[src/rtl/uart_seq_framer.sv]
// ----------------------------------------------------------------------------
// uart_seq_framer
//
// Purpose:
//   Frames byte traffic from a UART receiver into fixed-size word sequences
//   for an external sorter, then streams the sorted result back out to a UART
//   transmitter. Each frame consists of:
//     1. A header byte. Only bit 0 is used, as the sort direction
//        (1 = descending).
//     2. DEPTH*WIDTH/8 data bytes. Within each word the MSB byte comes first.
//        Word k lands in sort_data[k*WIDTH +: WIDTH].
//   Sequence of operations for one frame:
//     - The packed sequence is offered to the sorter.
//     - The sorted result is captured.
//     - The result is transmitted, word 0 first and MSB byte first.
//   After NUM_SEQ frames the block parks in DONE until reset.
//
// Optional feature:
//   FRAMER_CHECKSUM_EN -- when defined, an extra byte is transmitted after the
//   data bytes. It is the XOR of all transmitted data bytes. The sequence
//   counter then advances on the checksum handshake instead of the last data
//   byte.
//
// Parameters:
//   WIDTH    word width in bits (multiple of 8, 8..64)
//   DEPTH    words per sequence (power of 2, 2..64)
//   NUM_SEQ  number of sequences processed before completion
//
// Ports:
//   CLK100MHZ     in   single clock, rising edge
//   rst           in   asynchronous active-low reset
//   rx_valid      in   one-cycle strobe from the UART receiver
//   rx_byte       in   received byte
//   tx_byte       out  byte to the UART transmitter
//   tx_valid      out  tx_byte is valid
//   tx_ready      in   transmitter accepts tx_byte
//   sort_data     out  packed sequence for the sorter
//   sort_dir      out  sort direction (1 = descending)
//   sort_valid    out  sort_data is valid
//   sort_ready    in   sorter accepts the sequence
//   res_data      in   sorted result from the sorter
//   res_valid     in   res_data is valid
//   res_ready     out  framer can accept the result
//   seq_count     out  completed sequences
//   all_done      out  NUM_SEQ sequences completed
//   busy          out  frame in progress
//   overflow_err  out  sticky: a byte arrived while it could not be accepted
// ----------------------------------------------------------------------------
module uart_seq_framer #(
  parameter int WIDTH   = 32,
  parameter int DEPTH   = 8,
  parameter int NUM_SEQ = 10
) (
  input  logic                         CLK100MHZ,
  input  logic                         rst,
  input  logic                         rx_valid,
  input  logic [7:0]                   rx_byte,
  output logic [7:0]                   tx_byte,
  output logic                         tx_valid,
  input  logic                         tx_ready,
  output logic [WIDTH*DEPTH-1:0]       sort_data,
  output logic                         sort_dir,
  output logic                         sort_valid,
  input  logic                         sort_ready,
  input  logic [WIDTH*DEPTH-1:0]       res_data,
  input  logic                         res_valid,
  output logic                         res_ready,
  output logic [$clog2(NUM_SEQ+1)-1:0] seq_count,
  output logic                         all_done,
  output logic                         busy,
  output logic                         overflow_err
);

  localparam int BPW   = WIDTH / 8;        // bytes per word
  localparam int TOTAL = DEPTH * BPW;      // data bytes per frame
  localparam int SEQ_W = $clog2(NUM_SEQ + 1);
`ifdef FRAMER_CHECKSUM_EN
  localparam int TX_LEN = TOTAL + 1;       // data bytes plus checksum
`else
  localparam int TX_LEN = TOTAL;
`endif
  // Sized so the counter can hold TOTAL itself, which is the checksum slot.
  // The counter is cleared at every frame boundary, so it never wraps.
  localparam int CNT_W = $clog2(TOTAL + 1);

  localparam logic [CNT_W-1:0] LAST_RX = CNT_W'(TOTAL - 1);
  localparam logic [CNT_W-1:0] LAST_TX = CNT_W'(TX_LEN - 1);

  typedef enum logic [2:0] {
    IDLE     = 3'd0,
    RX_WORDS = 3'd1,
    SORT_REQ = 3'd2,
    WAIT_RES = 3'd3,
    TX_WORDS = 3'd4,
    DONE     = 3'd5
  } state_t;

  state_t                   state_q, state_d;
  logic [CNT_W-1:0]         cnt_q;
  logic                     sort_dir_q;
  logic [WIDTH*DEPTH-1:0]   res_q;
  logic [SEQ_W-1:0]         seq_count_q;
  logic [SEQ_W-1:0]         seq_inc;
  logic                     overflow_q;
  logic [7:0]               data_byte;
  logic [7:0]               tx_cur;
  logic                     rx_take;
  logic                     tx_hs;
  logic                     tx_last_hs;
  logic [7:0]               res_bytes [TOTAL];
`ifdef FRAMER_CHECKSUM_EN
  logic [7:0]               chk_q;
`endif

  assign rx_take    = (state_q == RX_WORDS) && rx_valid;
  assign tx_hs      = (state_q == TX_WORDS) && tx_ready;
  assign tx_last_hs = tx_hs && (cnt_q == LAST_TX);
  assign seq_inc    = seq_count_q + SEQ_W'(1);

  // --------------------------------------------------------------------------
  // Byte lanes
  // --------------------------------------------------------------------------
  // Stream byte gi maps to a fixed bit offset in the packed vector. Word
  // gi/BPW; the MSB byte comes first inside each word. Each receive lane owns
  // its own register, so the packed output is a plain concatenation.
  for (genvar gi = 0; gi < TOTAL; gi++) begin : g_lane
    localparam int OFF = (gi / BPW) * WIDTH + (BPW - 1 - (gi % BPW)) * 8;
    logic [7:0] lane_q;

    always_ff @(posedge CLK100MHZ or negedge rst) begin
      if (!rst) begin
        lane_q <= '0;
      end else if (rx_take && (cnt_q == CNT_W'(gi))) begin
        lane_q <= rx_byte;
      end
    end

    assign sort_data[OFF +: 8] = lane_q;
    assign res_bytes[gi]       = res_q[OFF +: 8];
  end

  // Select the result byte at the current transmit position.
  always_comb begin
    data_byte = '0;
    for (int i = 0; i < TOTAL; i++) begin
      if (cnt_q == CNT_W'(i)) begin
        data_byte = res_bytes[i];
      end
    end
  end

`ifdef FRAMER_CHECKSUM_EN
  assign tx_cur = (cnt_q == CNT_W'(TOTAL)) ? chk_q : data_byte;
`else
  assign tx_cur = data_byte;
`endif

  // --------------------------------------------------------------------------
  // FSM: state register
  // --------------------------------------------------------------------------
  always_ff @(posedge CLK100MHZ or negedge rst) begin
    if (!rst) begin
      state_q <= IDLE;
    end else begin
      state_q <= state_d;
    end
  end

  // --------------------------------------------------------------------------
  // FSM: next-state logic
  // --------------------------------------------------------------------------
  always_comb begin
    state_d = state_q;
    case (state_q)
      IDLE: begin
        if (rx_valid) state_d = RX_WORDS;
      end
      RX_WORDS: begin
        if (rx_valid && (cnt_q == LAST_RX)) state_d = SORT_REQ;
      end
      SORT_REQ: begin
        if (sort_ready) state_d = WAIT_RES;
      end
      WAIT_RES: begin
        if (res_valid) state_d = TX_WORDS;
      end
      TX_WORDS: begin
        if (tx_last_hs) begin
          state_d = (seq_inc == SEQ_W'(NUM_SEQ)) ? DONE : IDLE;
        end
      end
      DONE: begin
        state_d = DONE;
      end
      default: begin
        state_d = IDLE;
      end
    endcase
  end

  // --------------------------------------------------------------------------
  // FSM: outputs
  // --------------------------------------------------------------------------
  always_comb begin
    sort_valid = 1'b0;
    res_ready  = 1'b0;
    tx_valid   = 1'b0;
    tx_byte    = '0;
    all_done   = 1'b0;
    busy       = 1'b1;
    case (state_q)
      IDLE: begin
        busy = 1'b0;
      end
      SORT_REQ: begin
        sort_valid = 1'b1;
      end
      WAIT_RES: begin
        res_ready = 1'b1;
      end
      TX_WORDS: begin
        tx_valid = 1'b1;
        tx_byte  = tx_cur;
      end
      DONE: begin
        busy     = 1'b0;
        all_done = 1'b1;
      end
      default: begin
      end
    endcase
  end

  // --------------------------------------------------------------------------
  // Datapath registers
  // --------------------------------------------------------------------------
  always_ff @(posedge CLK100MHZ or negedge rst) begin
    if (!rst) begin
      cnt_q       <= '0;
      sort_dir_q  <= 1'b0;
      res_q       <= '0;
      seq_count_q <= '0;
      overflow_q  <= 1'b0;
    end else begin
      case (state_q)
        IDLE: begin
          cnt_q <= '0;
          if (rx_valid) sort_dir_q <= rx_byte[0];
        end
        RX_WORDS: begin
          if (rx_valid) cnt_q <= (cnt_q == LAST_RX) ? '0 : cnt_q + CNT_W'(1);
        end
        WAIT_RES: begin
          if (res_valid) res_q <= res_data;
        end
        TX_WORDS: begin
          if (tx_ready) cnt_q <= (cnt_q == LAST_TX) ? '0 : cnt_q + CNT_W'(1);
          if (tx_last_hs) seq_count_q <= seq_inc;
        end
        default: begin
        end
      endcase

      // Bytes arriving while a frame cannot take them are dropped, and the
      // drop is flagged until reset.
      if (rx_valid && (state_q != IDLE) && (state_q != RX_WORDS)) begin
        overflow_q <= 1'b1;
      end
    end
  end

`ifdef FRAMER_CHECKSUM_EN
  // Running XOR of the data bytes as they are handed to the transmitter.
  // The accumulator is cleared when a new result is captured.
  always_ff @(posedge CLK100MHZ or negedge rst) begin
    if (!rst) begin
      chk_q <= '0;
    end else if ((state_q == WAIT_RES) && res_valid) begin
      chk_q <= '0;
    end else if (tx_hs && (cnt_q != CNT_W'(TOTAL))) begin
      chk_q <= chk_q ^ data_byte;
    end
  end
`endif

  assign sort_dir     = sort_dir_q;
  assign seq_count    = seq_count_q;
  assign overflow_err = overflow_q;

endmodule
[config.mk]
export PLATFORM = sky130hd
export DESIGN_NAME = uart_seq_framer
export DESIGN_NICKNAME = d
export VERILOG_FILES = /design/src/rtl/uart_seq_framer.sv
export SDC_FILE = /design/constraint.sdc
export NUM_CORES = 1
export LEC_CHECK = 0
export CAP_MARGIN = 40
export CORE_MARGIN = 5
export CORE_UTILIZATION = 40
export CTS_BUF_LIST = sky130_fd_sc_hd__clkbuf_4
export DETAILED_ROUTE_END_ITERATION = 8
export GPL_ROUTABILITY_DRIVEN = 0
export PLACE_DENSITY = 0.71
export SETUP_SLACK_MARGIN = 0.15
export SLEW_MARGIN = 10
export SYNTH_ARGS = -nofsm -noshare
export SYNTH_HDL_FRONTEND = slang
export SYNTH_SLANG_ARGS = --single-unit
[constraint.sdc]
create_clock -name CLK100MHZ -period 2.95 [get_ports CLK100MHZ]
set_clock_uncertainty 0.2 [all_clocks]
set_input_delay 0.59 -clock CLK100MHZ [delete_from_list [all_inputs] [get_ports CLK100MHZ]]
set_output_delay 0.59 -clock CLK100MHZ [all_outputs]
set_load 0.01 [all_outputs]
Word level (Yosys, flattened, before mapping)
Cells that the tools add are included.

Register bits after elaboration: 527. Latch bits: 0. RAM bits: 0. ROM bits: 0. Input bits: 270. Output and inout port bits: 275. Logic and storage cells: 182. Memories: 0.

Add/subtract/negate cells: 2. Multiply operators: 0. Div/mod/pow operators: 0. Magnitude comparators: 0. Equal/unequal tests: 45. Shift operators: 0. Muxes and demuxes: 49. Bitwise logic cells: 0. Reductions and logical operators: 48.

Operator list (count): 8-bit two-way mux (33); 6-bit by 5-bit equality test with 1-bit output, second input constant (16); 6-bit by 4-bit equality test with 1-bit output, second input constant (8); 1-bit logical AND (38); 6-bit by 3-bit equality test with 1-bit output, second input constant (4); 3-bit two-way mux (6); 6-bit two-way mux (3); 3-bit one-hot mux with 6 select lines (1); 6-bit one-hot mux with 3 select lines (1); 6-bit by 2-bit equality test with 1-bit output, second input constant (2); 2-bit != test, second input constant (6); 6-bit by 1-bit adder with 6-bit output, second input constant (1); 3-bit by 2-bit equality test with 1-bit output, second input constant (2); 3-bit equality test, second input constant (2); 6-bit by 1-bit equality test with 1-bit output, second input constant (1); 6-bit logical NOT (1); 2-bit AND reduction (3); 3-bit nonzero test (2); 1-bit two-way mux (5); 5-bit AND reduction (1); 4-bit by 1-bit adder with 4-bit output, second input constant (1); 4-bit equality test, second input constant (1); 3-bit by 1-bit equality test with 1-bit output, second input constant (1); 3-bit logical NOT (1); 4 further kinds (4).

Logic depth before layout (Yosys ltp)
Gate-level depths: netlist of the first run.

Depth in word-level cells: 34. Mapped depth: 12. Depth with buffers taken out: 9.

Worst setup path after synthesis of the first run
No wires, ideal clock.

Kind: register -> output. Start point: register cnt_q[0]. End point: output tx_byte[5]. Arrival time: 2.355 ns. Data required time: 2.160 ns. Setup slack: -0.195 ns. Stages on the path, launching flop included: 10. Path buffers: 1. Cells stage by stage: dfrtp_1 ha_1 or3b_1 buf_6 nor2_4 a22oi_2 o211ai_2 a2111oi_1 or4_1 a31oi_1.

Longest elaborated chain between the ends: 34. Elaborated cells between the ends (all ways): 65. Classes of those cells: 31 x eq/ne; 33 x mux; 1 x reduce/logical.

Ends and longest elaborated chain: start, declared (line 99) `logic [CNT_W-1:0] cnt_q;`; start signal, assigned (line 251) `if (rx_valid) cnt_q <= (cnt_q == LAST_RX) ? '0 : cnt_q + CNT_W'(1);`; start signal, assigned (line 257) `if (tx_ready) cnt_q <= (cnt_q == LAST_TX) ? '0 : cnt_q + CNT_W'(1);`; 6-bit logical NOT (line 146) `if (cnt_q == CNT_W'(i)) begin`; 8-bit two-way mux (31 in series) (line 146); 8-bit two-way mux (*) (line 146); 8-bit two-way mux (*) (line 211) `case (state_q)`; end, declared (line 58) `output logic [7:0] tx_byte,`.

Mark *: on every way between the ends. The rest lies on a longest branch, timed or not.

Worst setup path in the final report of the first run
Start point: register cnt_q[0]. End point: output tx_byte[7].

Same word-level chain as after synthesis.

==> results.sh, run 1 <==
export IMPL_status="finished, violations left"
export IMPL_violations="negative setup slack"
export IMPL_synth_top_cell_area_share_pct=56.8
export IMPL_power_density_nw_per_um2=687
export IMPL_post_route_period_util_pct=150
export IMPL_path_class="reg2out"
export IMPL_reg2reg_from="cnt_q[0]$_DFFE_PN0P_"
export IMPL_setup_viol=8
export IMPL_hold_class="in2reg"
export IMPL_hold_path_end="res_q[46]$_DFFE_PN0P_"
export IMPL_antenna_found_initial=24
export IMPL_critPathBufInv=4
export IMPL_rr_endpoint="g_lane[31].lane_q[1]$_DFFE_PN0P_"
export IMPL_drt_first_pass_iters=6
export IMPL_slowest_delay_ns=0.44
export IMPL_peakVddDrop_mv=0.384
export IMPL_synth_xor_area_share_pct=0.264
export IMPL_synth_edf_count=0
export IMPL_cpMaxStageDelayCell="dfrtp_2"
export IMPL_drive_above_1_share_pct=40.9
export IMPL_hold_depth=2
export IMPL_met3_usage_pct=9.60
export IMPL_drc_errors=0
export IMPL_timing_hold_violations_final=0
export IMPL_ys_flop_type="dfrtp_1"
export IMPL_holdWs_ns=0.111
export IMPL_clk_latency_ns=0.98
export IMPL_cts_buffers=143
export IMPL_path_common_cell="buf_6"
export IMPL_rsz0062_at_grt="true"
export IMPL_tns_ns=-11.28
export IMPL_top_usage_layer="met2"
export IMPL_drt_antenna_violating_nets=0
export IMPL_final_max_slew_viol_count=0
export IMPL_finalCoreUtilization_pct=64.1
export IMPL_vias=21000
export IMPL_grt_usage_pct=29.1
export IMPL_start_util_pct=40.3
export IMPL_syn_num_nets=2070
export IMPL_gr_usage_met2_pct=46.7
export IMPL_ys_seq_area_share_pct=56.8
export IMPL_r2r_cells=11
export IMPL_synth_top_family_by_area="multiplexers"
export IMPL_tightest_slew_ns=0.649
export IMPL_synth_compound_area_share_pct=8.23
export IMPL_rows=88
export IMPL_crit_arrival_ns=3.64
export IMPL_regToRegSetupSlack_ns=0.22
export IMPL_synthCells=1794
export IMPL_syn_area_um2=23200
export IMPL_cts_tree="done"
export IMPL_yosys_warnings=0
export IMPL_synth_avg_cell_area_um2=12.9
export IMPL_cts_buffer_depth=3
export IMPL_overflow=0
export IMPL_synth_top_area_cell="dfrtp_1"
export IMPL_wire_per_inst_um=24.8
export IMPL_grt_pass1_vias=22400
export IMPL_required_ns=2.16
export IMPL_synthToLayoutAreaGrowth_pct=59.0
export IMPL_io_buffers=544
export IMPL_die_x_um=251
export IMPL_ys_types=81
export IMPL_synthSimpleGateAreaFrac_pct=7.38
export IMPL_crit_path_cell_trace="inv_4, ha_4, or3b_4, buf_6, buf_6, or3_4, a221oi_4, o211ai_1, nand4_1, a41oi_2, buf_4"
export IMPL_ys_seq_elements=527
export IMPL_synth_top_cells_by_area="dfrtp_1, mux2_2, nand2_1, nor2_1, clkbuf_1"
export IMPL_htree_levels=4
export IMPL_first_iter_violations=1618
export IMPL_via_per_inst=5.51
export IMPL_drt_wl_total_um=94800
export IMPL_fin_total_pwr_w=0.0254
export IMPL_start_kind="flop"
export IMPL_use_met1_pct=36.1
export IMPL_core_area_um2=57600
export IMPL_cp_end_kind="output pin"
export IMPL_design_die_area_um2=63000
export IMPL_leakage_nw=18.2
export IMPL_min_from="res_data[46]"
export IMPL_clockRootBuffer="clkbuf_4"
export IMPL_max_slew_margin_pct=56.2
export IMPL_die_y_um=251
export IMPL_synthMuxAreaShare_pct=24.9
export IMPL_maxCapViolations=0
export IMPL_cp_max_fo=3
export IMPL_fin_crit_ns=4.43
export IMPL_place_ws_ns=-1.02
export IMPL_critical_path_top_delay_family="simple AND/OR/NAND/NOR gates"
export IMPL_grt_pass1_wl_um=140000
export IMPL_post_dp_hpwl_um=68000
export IMPL_fmax_mhz=226
export IMPL_io_pins=545
export IMPL_async_flop_share_pct=100
export IMPL_cts_sinks=527
export IMPL_synthAdderAreaFrac_pct=0.323
export IMPL_setup_ws_ns=-1.48
export IMPL_clk_pin_slew_ns=0.07
export IMPL_grt_start_max_net_pins=66
export IMPL_nets=3207
## stage by stage
step,instances,area [um^2]
after floorplan,1794,23400
after CTS,3779,36300
final,3816,36900
after global placement,3304,31900
after global routing,3810,36900
after detailed placement,3304,31900
## cells in the mapped netlist (all sizes together), types with 7 or more instances
library cell and n:
nand3 40, nor2b 11, clkbuf 78, a211oi 12, buf 24, o21ai 58
o221ai 11, nand2 96, dfrtp 527, and3 7, a31oi 13, inv 15
nor3 23, o2111ai 10, a22oi 9, a221oi 15, a21oi 55, nor2 101
mux2 513, o211ai 10, nand3b 10, o22ai 26, nand2b 17
## layout by cell type (no fill, tap or decap), drive strengths merged, types with 17 or more instances in the layout
master           n
dfrtp          527
inv             19
nand2           96
o21ai           58
mux2           513
nor3            23
nor2           101
buf            359
o22ai           26
clkinv          27
clkbuf         208
diode           19
nand2b          17
dlygate4sd2    115
dlymetal6s2s    53
a21oi           55
clkdlybuf4s50  362
dlygate4sd3    205
nand3           40
## worst reg2reg max path, stage by stage (launching register included)
cell and delay [ns]:
dfrtp_2 0.41, buf_6 0.12, ha_4 0.12, buf_6 0.14, clkinvlp_4 0.17, nor2_2 0.16
buf_4 0.16, nand2_1 0.12, buf_4 0.22, nor2_2 0.18, buf_4 0.21, mux2_2 0.37
## registers in the layout (all words and copies together), names as in the netlist
register	flops
overflow_err	1
g_lane.lane_q	256
state_q	3
seq_count	4
res_q	256
sort_dir	1
cnt_q	6
## kinds of logic after synthesis
| group | Yosys count |
|---|---|
| AO/OA/AOI/OAI | 279 |
| XOR/XNOR | 7 |
| adder cells (fa/ha/maj) | 6 |
| buffers and inverters | 118 |
| flip-flops | 527 |
| multiplexers | 514 |
| AND/OR/NAND/NOR | 343 |
## worst max path at each step
stage                              start         end  slack [ns]  cells past startpoint
global route        cnt_q[0]$_DFFE_PN0P_  tx_byte[7]       -1.63                     11
detailed placement  cnt_q[1]$_DFFE_PN0P_  tx_byte[5]       -1.02                      9
floorplan           cnt_q[0]$_DFFE_PN0P_  tx_byte[5]       -0.02                      9
CTS                 cnt_q[1]$_DFFE_PN0P_  tx_byte[1]       -1.59                     10
global placement    cnt_q[1]$_DFFE_PN0P_  tx_byte[5]       -0.98                      9
finish              cnt_q[0]$_DFFE_PN0P_  tx_byte[7]       -1.48                     11
## power by group
part	switching, W	total (W)	internal [W]
clock	0.00318	0.00679	0.00360
combinational	0.00330	0.00752	0.00422
sequential	0.00178	0.0111	0.00927
## cell type report
cell class	instances	area (um^2)
Fill cell	4273	20700
Clock buffer	208	1560
Sequential cell	527	13200
Antenna cell	19	47.5
Clock inverter	38	299
Inverter	16	81.3
Multi-Input combinational cell	1149	10300
Tap cell	765	957
Timing Repair Buffer	1094	10500
## layer usage
metal / share of wire, % / up-vias
met1: 39 / 10500
li1: - / 8968
met5: 0.14 / -
met4: 4.8 / 20
met3: 8.7 / 325
met2: 48 / 1243
## timing repair
item                                    CTS  global route
pin swaps                                38            39
endpoints found under the setup margin  131            81
setup buffers                            27            14
hold buffers                            202             4
resized for setup                       295           108
hold endpoints to repair                727             4
No activity file was read; power rests on OpenSTA's default activity.
==> inputs of run 2 (changes only) <==
- PLACE_DENSITY: 0.71 -> 0.69
==> run 2 against run 1 <==
Compared with the run above:
- the flow still finishes with violations (negative setup slack)
- sequential power hardly changed
- non-clock buffer count is 1 higher
- via count is 1.2% lower
- critical path depth stayed put
- largest cell class unchanged
==> results.sh, run 2 (synthesis gave the netlist of run 1 again) <==
export IMPL_hold_class="in2reg"
export IMPL_cp_end_kind="output pin"
export IMPL_clk_latency_ns=0.98
export IMPL_setup_viol=8
export IMPL_start_kind="flop"
export IMPL_die_y_um=251
export IMPL_max_slew_margin_pct=56.8
export IMPL_finalCoreUtilization_pct=63.6
export IMPL_post_route_period_util_pct=152
export IMPL_holdWs_ns=0.0912
export IMPL_rsz0062_at_grt="true"
export IMPL_wire_per_inst_um=24.7
export IMPL_first_iter_violations=1653
export IMPL_overflow=0
export IMPL_grt_start_max_net_pins=83
export IMPL_cpMaxStageDelayCell="or4_4"
export IMPL_required_ns=2.16
export IMPL_setup_ws_ns=-1.52
export IMPL_timing_hold_violations_final=0
export IMPL_design_die_area_um2=63000
export IMPL_htree_levels=4
export IMPL_path_class="reg2out"
export IMPL_fmax_mhz=224
export IMPL_antenna_found_initial=21
export IMPL_die_x_um=251
export IMPL_drc_errors=0
export IMPL_nets=3209
export IMPL_grt_pass1_wl_um=140000
export IMPL_cts_sinks=527
export IMPL_fin_crit_ns=4.47
export IMPL_leakage_nw=17.5
export IMPL_status="finished, violations left"
export IMPL_final_max_slew_viol_count=0
export IMPL_via_per_inst=5.44
export IMPL_grt_pass1_vias=22300
export IMPL_maxCapViolations=0
export IMPL_peakVddDrop_mv=0.431
export IMPL_tightest_slew_ns=0.640
export IMPL_drive_above_1_share_pct=40.7
export IMPL_core_area_um2=57600
export IMPL_grt_usage_pct=29.0
export IMPL_drt_wl_total_um=94100
export IMPL_place_ws_ns=-1.05
export IMPL_cts_buffer_depth=3
export IMPL_vias=20800
export IMPL_mostFrequentLayoutCells="dfrtp_1, mux2_2, clkdlybuf4s50_1"
export IMPL_cts_tree="done"
export IMPL_top_regs="g_lane.lane_q x256, res_q x256, cnt_q x6"
export IMPL_rows=88
export IMPL_cts_buffers=144
export IMPL_violations="negative setup slack"
export IMPL_io_pins=545
export IMPL_drt_first_pass_iters=8
export IMPL_slowest_delay_ns=0.59
export IMPL_drt_antenna_violating_nets=0
export IMPL_post_dp_hpwl_um=67600
export IMPL_clk_pin_slew_ns=0.07
export IMPL_clockRootBuffer="clkbuf_4"
export IMPL_start_util_pct=40.3
export IMPL_crit_path_cell_trace="buf_6, buf_4, nor4b_2, buf_4, nand3_1, nand2_1, a211o_1, a2111oi_2, or4_4, a31oi_4, buf_6"
export IMPL_cp_max_fo=9
export IMPL_crit_arrival_ns=3.68
export IMPL_synthToLayoutAreaGrowth_pct=57.7
export IMPL_io_buffers=544
export IMPL_power_density_nw_per_um2=688
export IMPL_final_common_cell="dfrtp_1"
run 2: worst paths after layout:
| path | from | endpoint | slack, ns | cells past startpoint |
|---|---|---|---|---|
| worst max-delay path | cnt_q[4]$_DFFE_PN0P_ | tx_byte[5] | -1.52 | 11 |
| worst min-delay path | res_data[184] | res_q[184]$_DFFE_PN0P_ | 0.09 | 2 |
| worst max register to register | cnt_q[0]$_DFFE_PN0P_ | g_lane[14].lane_q[6]$_DFFE_PN0P_ | 0.14 | 10 |
| worst min register to register | overflow_err$_DFFE_PN0P_ | overflow_err$_DFFE_PN0P_ | 0.28 | 1 |
| max in group asynchronous | rst | g_lane[28].lane_q[3]$_DFFE_PN0P_ | 1.96 | 3 |
| min in group asynchronous | rst | g_lane[8].lane_q[7]$_DFFE_PN0P_ | 0.19 | 3 |
run 2: worst max-delay path, delay by kind of cell (launching register included):
family / cells / cell delay, ns
AOI/OAI and AO/OA: 3 / 0.37
buffers and inverters: 4 / 0.71
DFF: 1 / 0.44
and+or+nand+nor: 4 / 1.20
run 2: layer usage:
layer  GRT usage (%)  up-vias  wire length [um]
li1                -     8970                 -
met1            36.2    10300             36400
met2            46.8     1130             44600
met3            8.80      306              8320
met4            13.3        8              4670
met5               0        -                48
run 2: repair_timing:
action,4_1_cts,5_1_grt
setup buffers,28,11
setup endpoints to repair,177,33
hold endpoints to repair,741,0
pin swaps,26,33
resized for setup,300,81
hold buffers,216,0
run 2: cell type report:
type,count,area (um^2)
Antenna cell,19,47.5
Clock buffer,210,1580
Clock inverter,34,199
Fill cell,4366,21000
Inverter,16,75.1
Multi-Input combinational cell,1149,10200
Sequential cell,527,13200
Tap cell,765,957
Timing Repair Buffer,1095,10300
run 2: where the power goes:
group | internal (W) | switching, W
sequential | 0.00927 | 0.00175
combinational | 0.00432 | 0.00335
clock | 0.00329 | 0.00323
total | 0.0169 | 0.00832
run 2: metrics by stage:
| stage | total power (W) | instance area (um^2) | TNS [ns] | instances |
|---|---|---|---|---|
| 2_1_floorplan | 0.0139 | 23400 | -0.0199 | 1794 |
| 3_3_place_gp | 0.0174 | 31900 | -8.35 | 3297 |
| 3_5_place_dp | 0.0176 | 31900 | -8.46 | 3297 |
| 4_1_cts | 0.0249 | 36200 | -11.87 | 3785 |
| 5_1_grt | 0.0264 | 36600 | -13.25 | 3812 |
| 6_report | 0.0252 | 36600 | -11.54 | 3815 |
